`src/rtl/display_scan_controller.sv`:
```
// display_scan_controller
// Time-multiplexed scan driver for a four-digit seven-segment display.
// Steps a 2-bit Gray-coded mux select through digits 0..3, drives the
// matching active-low digit enable after a blanking gap at the start of
// each slot, and emits slot/frame strobes. Every output is registered.
module display_scan_controller #(
  parameter int CLK_DIV      = 50000,
  parameter int BLANK_CYCLES = 500
) (
  input  logic       clk,
  input  logic       rst_n,
  input  logic       enable,
  input  logic [3:0] blank_mask,
  output logic [1:0] select,
  output logic [3:0] digit_n,
  output logic       slot_tick,
  output logic       frame_tick
);

  localparam int CW = $clog2(CLK_DIV);
  localparam logic [CW-1:0] CNT_LAST = CW'(CLK_DIV - 1);

  typedef enum logic {
    IDLE = 1'b0,
    SCAN = 1'b1
  } run_state_t;

  // Complete scan position; held in one struct so the whole FSM state
  // can be probed by name from a checker or waveform viewer.
  typedef struct packed {
    run_state_t       run;
    logic [CW-1:0]    cnt;
    logic [1:0]       k;
  } scan_state_t;

  scan_state_t cur_state;
  scan_state_t nxt_state;

  logic       nxt_show;
  logic [1:0] nxt_select;
  logic [3:0] nxt_digit_n;

  // Next scan position: any low enable forces IDLE at slot 0 / cycle 0,
  // so a restart never resumes a partial slot.
  always_comb begin
    nxt_state = cur_state;
    if (!enable) begin
      nxt_state.run = IDLE;
      nxt_state.cnt = '0;
      nxt_state.k   = 2'd0;
    end else if (cur_state.run == IDLE) begin
      nxt_state.run = SCAN;
      nxt_state.cnt = '0;
      nxt_state.k   = 2'd0;
    end else if (cur_state.cnt == CNT_LAST) begin
      nxt_state.cnt = '0;
      nxt_state.k   = cur_state.k + 2'd1;
    end else begin
      nxt_state.cnt = cur_state.cnt + 1'b1;
    end
  end

  // Output values for the upcoming cycle, derived from the next position
  // so the registered outputs line up with the state they describe.
  always_comb begin
    nxt_select  = {nxt_state.k[1], nxt_state.k[1] ^ nxt_state.k[0]};
    nxt_show    = (int'(nxt_state.cnt) >= BLANK_CYCLES) && !blank_mask[nxt_state.k];
    nxt_digit_n = 4'b1111;
    if (nxt_show) begin
      nxt_digit_n = ~(4'b0001 << nxt_state.k);
    end
  end

  // Scan FSM with registered outputs; reset drives IDLE values at once.
  always_ff @(posedge clk or negedge rst_n) begin
    if (!rst_n) begin
      cur_state.run <= IDLE;
      cur_state.cnt <= '0;
      cur_state.k   <= 2'd0;
      select        <= 2'b00;
      digit_n       <= 4'b1111;
      slot_tick     <= 1'b0;
      frame_tick    <= 1'b0;
    end else begin
      cur_state <= nxt_state;
      if (nxt_state.run == SCAN) begin
        select     <= nxt_select;
        digit_n    <= nxt_digit_n;
        slot_tick  <= (nxt_state.cnt == '0);
        frame_tick <= (nxt_state.cnt == '0) && (nxt_state.k == 2'd0);
      end else begin
        select     <= 2'b00;
        digit_n    <= 4'b1111;
        slot_tick  <= 1'b0;
        frame_tick <= 1'b0;
      end
    end
  end

endmodule

```
`config.mk`:
```
export PLATFORM = sky130hd
export DESIGN_NAME = display_scan_controller
export DESIGN_NICKNAME = d
export VERILOG_FILES = /design/src/rtl/display_scan_controller.sv
export SDC_FILE = /design/constraint.sdc
export NUM_CORES = 1
export LEC_CHECK = 0
export BUFFER_PORTS_ARGS = -buffer_cell sky130_fd_sc_hd__clkbuf_2
export CAP_MARGIN = 20
export CORE_MARGIN = 10
export CORE_UTILIZATION = 35
export DETAILED_ROUTE_END_ITERATION = 8
export PLACE_DENSITY = 0.58
export SYNTH_ARGS = -nofsm -noshare
export SYNTH_HDL_FRONTEND = slang
export SYNTH_SLANG_ARGS = --single-unit
export TNS_END_PERCENT = 50
```
`constraint.sdc`:
```
create_clock -name clk -period 7.7 [get_ports clk]
set_input_delay 0.385 -clock clk [delete_from_list [all_inputs] [get_ports clk]]
set_output_delay 0.385 -clock clk [all_outputs]
set_load 0.005 [all_outputs]
```
==> results_tabular.tex <==
\begin{tabular}{lr}
\hline
Metric & Value \\
\hline
\multicolumn{2}{l}{\textbf{Outcome}} \\
Outcome & complete, no violations \\
\multicolumn{2}{l}{\textbf{Power}} \\
Static leakage & 0.705 nW \\
Sequential fraction of design power & 0.526 \\
Net switching power of the design & 0.0536 mW \\
Worst vdd ir & 103 µV \\
Clock share of power & 0.431 \\
Share of power burned in combinational logic & 0.044 \\
Cell internal pwr & approximately 0.21 mW \\
Total power consumption of the routed design & approximately 0.26 mW \\
P per Cell Area & between 100 and 150 nW/µm² \\
Sw Ratio & 0.203 \\
\multicolumn{2}{l}{\textbf{Synth}} \\
Ys Warns & 0 \\
Cell taking the most area after synthesis & sky130\_fd\_sc\_hd\_\_dfrtp\_1 \\
Commonest register cell after synthesis & sky130\_fd\_sc\_hd\_\_dfrtp\_1 \\
Post-synth top area share & 0.334 \\
Post-synthesis sequential area ratio & 0.397 \\
Cell variety after synth & 50 \\
Number of synthesized register bits & 26 \\
Count of flip-flops with a built-in enable after synthesis & 0 \\
Mean instance size in the synthesized netlist & 8.97 µm² \\
Cells taking the most area after synthesis & sky130\_fd\_sc\_hd\_\_dfrtp\_1 33\%, sky130\_fd\_sc\_hd\_\_dfstp\_2 6.4\%, sky130\_fd\_sc\_hd\_\_nor2\_1 5.7\% \\
Mapped Cells & 184 \\
Async SR Flop Fraction & 1.00 \\
Cell Area, Synth & 1650 µm² \\
Mapped Nets & 196 \\
\multicolumn{2}{l}{\textbf{Detailed routing}} \\
Total Wirelength & 3570 µm \\
Via count & roughly 1,300 \\
Initial drt markers & 130 \\
Number of routed nets with antenna violations & 0 \\
Detailed-route DRC error count & 0 \\
Iteration count of the initial detailed-routing pass & 4 \\
Per-cell routed wire length & 14.9 µm \\
Via/cell ratio & roughly 5.4 \\
\multicolumn{2}{l}{\textbf{Clocking}} \\
Skew-Pair Late Insertion Delay & 280 ps \\
Quantity of hold-fixing buffers added after cts & 0 \\
CTS tree & done \\
Buffer cell driving the clock tree root & sky130\_fd\_sc\_hd\_\_clkbuf\_8 \\
Clock slew at the register clock pins of the worst setup and hold paths & 90 ps \\
Number of H-tree levels & 1 \\
Number of gates resized after CTS & 0 \\
Post-CTS Setup Bufs & 0 \\
Clock buffers created by TritonCTS & 3 \\
Maximum number of buffers from clock root to sink & 2 \\
Sinks on Clock Net & 26 \\
\multicolumn{2}{l}{\textbf{Timing}} \\
Aggregate negative setup slack & 0 ps \\
Measured slew at the worst slew-check pin & 652 ps \\
Setup repair after global routing missed its margin & false \\
Post-layout minimum cycle time & 3050 ps \\
Hold violation total from the final report & 0 \\
Crit path setup slack, layout & 4650 ps \\
Max-slew violations & 0 \\
Final Skew & 7.73 ps \\
Final setup violation count & 0 \\
Fmax & 328 MHz \\
Worst slew slack as a fraction of its limit & 0.565 \\
Fin crit share & 0.396 \\
\multicolumn{2}{l}{\textbf{Final layout}} \\
Signed area change from the synthesized netlist to the final layout & 8.49\% \\
Commonest non-fill, non-tap cell in the layout & sky130\_fd\_sc\_hd\_\_nor2\_1 \\
Layout net count & between 200 and 250 \\
Final Cell Area & 1790 µm² \\
Commonest cells after routing, fill and taps aside & 25 x sky130\_fd\_sc\_hd\_\_nor2\_1, 22 x sky130\_fd\_sc\_hd\_\_dfrtp\_1, 18 x sky130\_fd\_sc\_hd\_\_nand2\_1, 14 x sky130\_fd\_sc\_hd\_\_clkbuf\_2, 11 x sky130\_fd\_sc\_hd\_\_nand3\_1 \\
Layout cell share with drive strength beyond 1 & 0.181 \\
Antenna diode instance count & 0 \\
\multicolumn{2}{l}{\textbf{Worst setup path}} \\
Worst setup startpoint & cur\_state[2]\$\_DFF\_PN0\_ \\
Depth of the worst register-to-register path & 7 \\
Terminus of the critical flop-to-flop path & digit\_n[2]\$\_DFF\_PN1\_ \\
Sort of element at the start of the critical path & flip-flop \\
R2r setup slk & between 4000 and 5000 ps \\
Worst endpoint required time & 7900 ps \\
Data arrival time at the worst-slack endpoint & around 3300 ps \\
Crit path max fanout & 15 \\
Endpoint type of the worst setup path & flip-flop \\
Worst Setup EP & digit\_n[2]\$\_DFF\_PN1\_ \\
Crit Path Category & reg2reg \\
Critical register-to-register path startpoint & cur\_state[2]\$\_DFF\_PN0\_ \\
\multicolumn{2}{l}{\textbf{Global route}} \\
Remaining global-route overflow & 0 \\
Global-route wire length before repair & 6090 µm \\
Vias in the first global route & about 1,200 \\
Maximum number of pins on one net before global-route repair & 27 \\
Total routing usage reported by global routing & 0.0959 \\
Number of antenna violations at the first check in global routing & 0 \\
\multicolumn{2}{l}{\textbf{Floorplan}} \\
Floorplan Core Area & between 4000 and 5000 µm² \\
Chip height & 88.7 µm \\
Std cell rows & 24 \\
Floorplan die width & 88.7 µm \\
Initial standard-cell utilization of the core & 0.369 \\
Die outline area & between 7000 and 8000 µm² \\
Top-Level Pins & 15 \\
\multicolumn{2}{l}{\textbf{Place}} \\
Half-perimeter wire length after detailed placement & 2480 µm \\
Buffers added on ports & 14 \\
Global placer's final weighted congestion & between 0.8 and 0.9 \\
Setup WS pre-CTS & $\sim$4700 ps \\
Area of placed instances & 1720 µm² \\
\multicolumn{2}{l}{\textbf{Min path}} \\
Min-delay worst type & in2async \\
\multicolumn{2}{l}{\textbf{Run}} \\
Count of max-cap constraint violations & 0 \\
\hline
\end{tabular}
-- cells in the mapped netlist, types with 2 or more instances --
library cell and instances:
sky130_fd_sc_hd__a31oi_1 2, sky130_fd_sc_hd__and3_1 2, sky130_fd_sc_hd__clkbuf_1 9, sky130_fd_sc_hd__dfrtp_1 22, sky130_fd_sc_hd__dfstp_2 4, sky130_fd_sc_hd__ha_1 5, sky130_fd_sc_hd__inv_1 6, sky130_fd_sc_hd__nand2_1 18
sky130_fd_sc_hd__nand3_1 11, sky130_fd_sc_hd__nand4_1 6, sky130_fd_sc_hd__nor2_1 25, sky130_fd_sc_hd__nor3_1 5, sky130_fd_sc_hd__nor4_1 3, sky130_fd_sc_hd__nor4b_1 2, sky130_fd_sc_hd__o211ai_1 2, sky130_fd_sc_hd__o21a_1 2
sky130_fd_sc_hd__o21ai_0 6, sky130_fd_sc_hd__o31ai_1 2, sky130_fd_sc_hd__or2_2 3, sky130_fd_sc_hd__or3_1 4, sky130_fd_sc_hd__xnor2_1 10, sky130_fd_sc_hd__xor2_1 7
-- worst max-delay path: stages, from the launching register on --
cell and delay [ps]:
sky130_fd_sc_hd__dfrtp_1 410, sky130_fd_sc_hd__ha_1 520, sky130_fd_sc_hd__nand4_1 250, sky130_fd_sc_hd__nor4_4 530, sky130_fd_sc_hd__mux2i_1 490, sky130_fd_sc_hd__mux2_4 350, sky130_fd_sc_hd__o31ai_4 300, sky130_fd_sc_hd__nand3_1 110
-- sequential cells by signal, indices dropped and copies added, names as in the netlist --
signal      cells
slot_tick       1
frame_tick      1
cur_state      19
digit_n         4
select          1
-- power groups by stage --
stage | clock network, mW | logic [mW] | registers, mW
2_1_floorplan | 0 | 0.00526 | 0.142
3_3_place_gp | 0 | 0.0121 | 0.142
3_5_place_dp | 0 | 0.0121 | 0.142
4_1_cts | 0.118 | 0.0122 | 0.139
5_1_grt | 0.126 | 0.0136 | 0.140
6_report | 0.114 | 0.0115 | 0.139
-- kinds of logic after synthesis --
logic type,after synthesis,share of synthesized area
muxes,2,0.0152
and+or+nand+nor,91,0.299
adders and majority gates,5,0.0379
xor gates and xnor gates,17,0.0902
buffers and inverters,20,0.0538
DFF,26,0.397
AOI/OAI and AO/OA,23,0.106
-- worst min path at each step --
stage | start | endpoint | slack [ps] | depth (start not counted)
after global routing | rst_n | cur_state[5]$_DFF_PN0_ | 170 | 1
after CTS | rst_n | cur_state[5]$_DFF_PN0_ | 150 | 1
final | rst_n | cur_state[5]$_DFF_PN0_ | 120 | 1
after detailed placement | rst_n | cur_state[16]$_DFF_PN0_ | 460 | 1
after floorplan | rst_n | cur_state[0]$_DFF_PN0_ | 90 | 0
after global placement | rst_n | cur_state[7]$_DFF_PN0_ | 450 | 1
-- per-stage QoR --
step	hold WS [ps]	instances	utilization
5_1_grt	173	240	0.400
2_1_floorplan	89.4	184	-
3_5_place_dp	456	236	0.384
4_1_cts	151	240	0.400
6_report	116	240	0.400
3_3_place_gp	448	236	0.384
-- layout make-up --
| cell class | instances | area [µm²] |
|---|---|---|
| Fill cell | 452 | 2680 |
| Multi-Input combinational cell | 138 | 906 |
| Sequential cell | 26 | 656 |
| Timing Repair Buffer | 14 | 70.1 |
| Tap cell | 52 | 65.1 |
| Clock buffer | 3 | 41.3 |
| Clock inverter | 1 | 30.0 |
| Inverter | 6 | 22.5 |
-- layer usage --
| layer | wire, µm | GRT usage | up-vias | part of all wire |
|---|---|---|---|---|
| li1 | - | - | 653 | - |
| met1 | 1760 | 0.124 | 598 | 0.49 |
| met2 | 1600 | 0.155 | 30 | 0.45 |
| met3 | 174 | 0.0267 | 4 | 0.049 |
| met4 | 27 | 0.0220 | 0 | 0.0076 |
| met5 | 0 | 0 | - | 0 |
(Power assumes the default switching activity.)
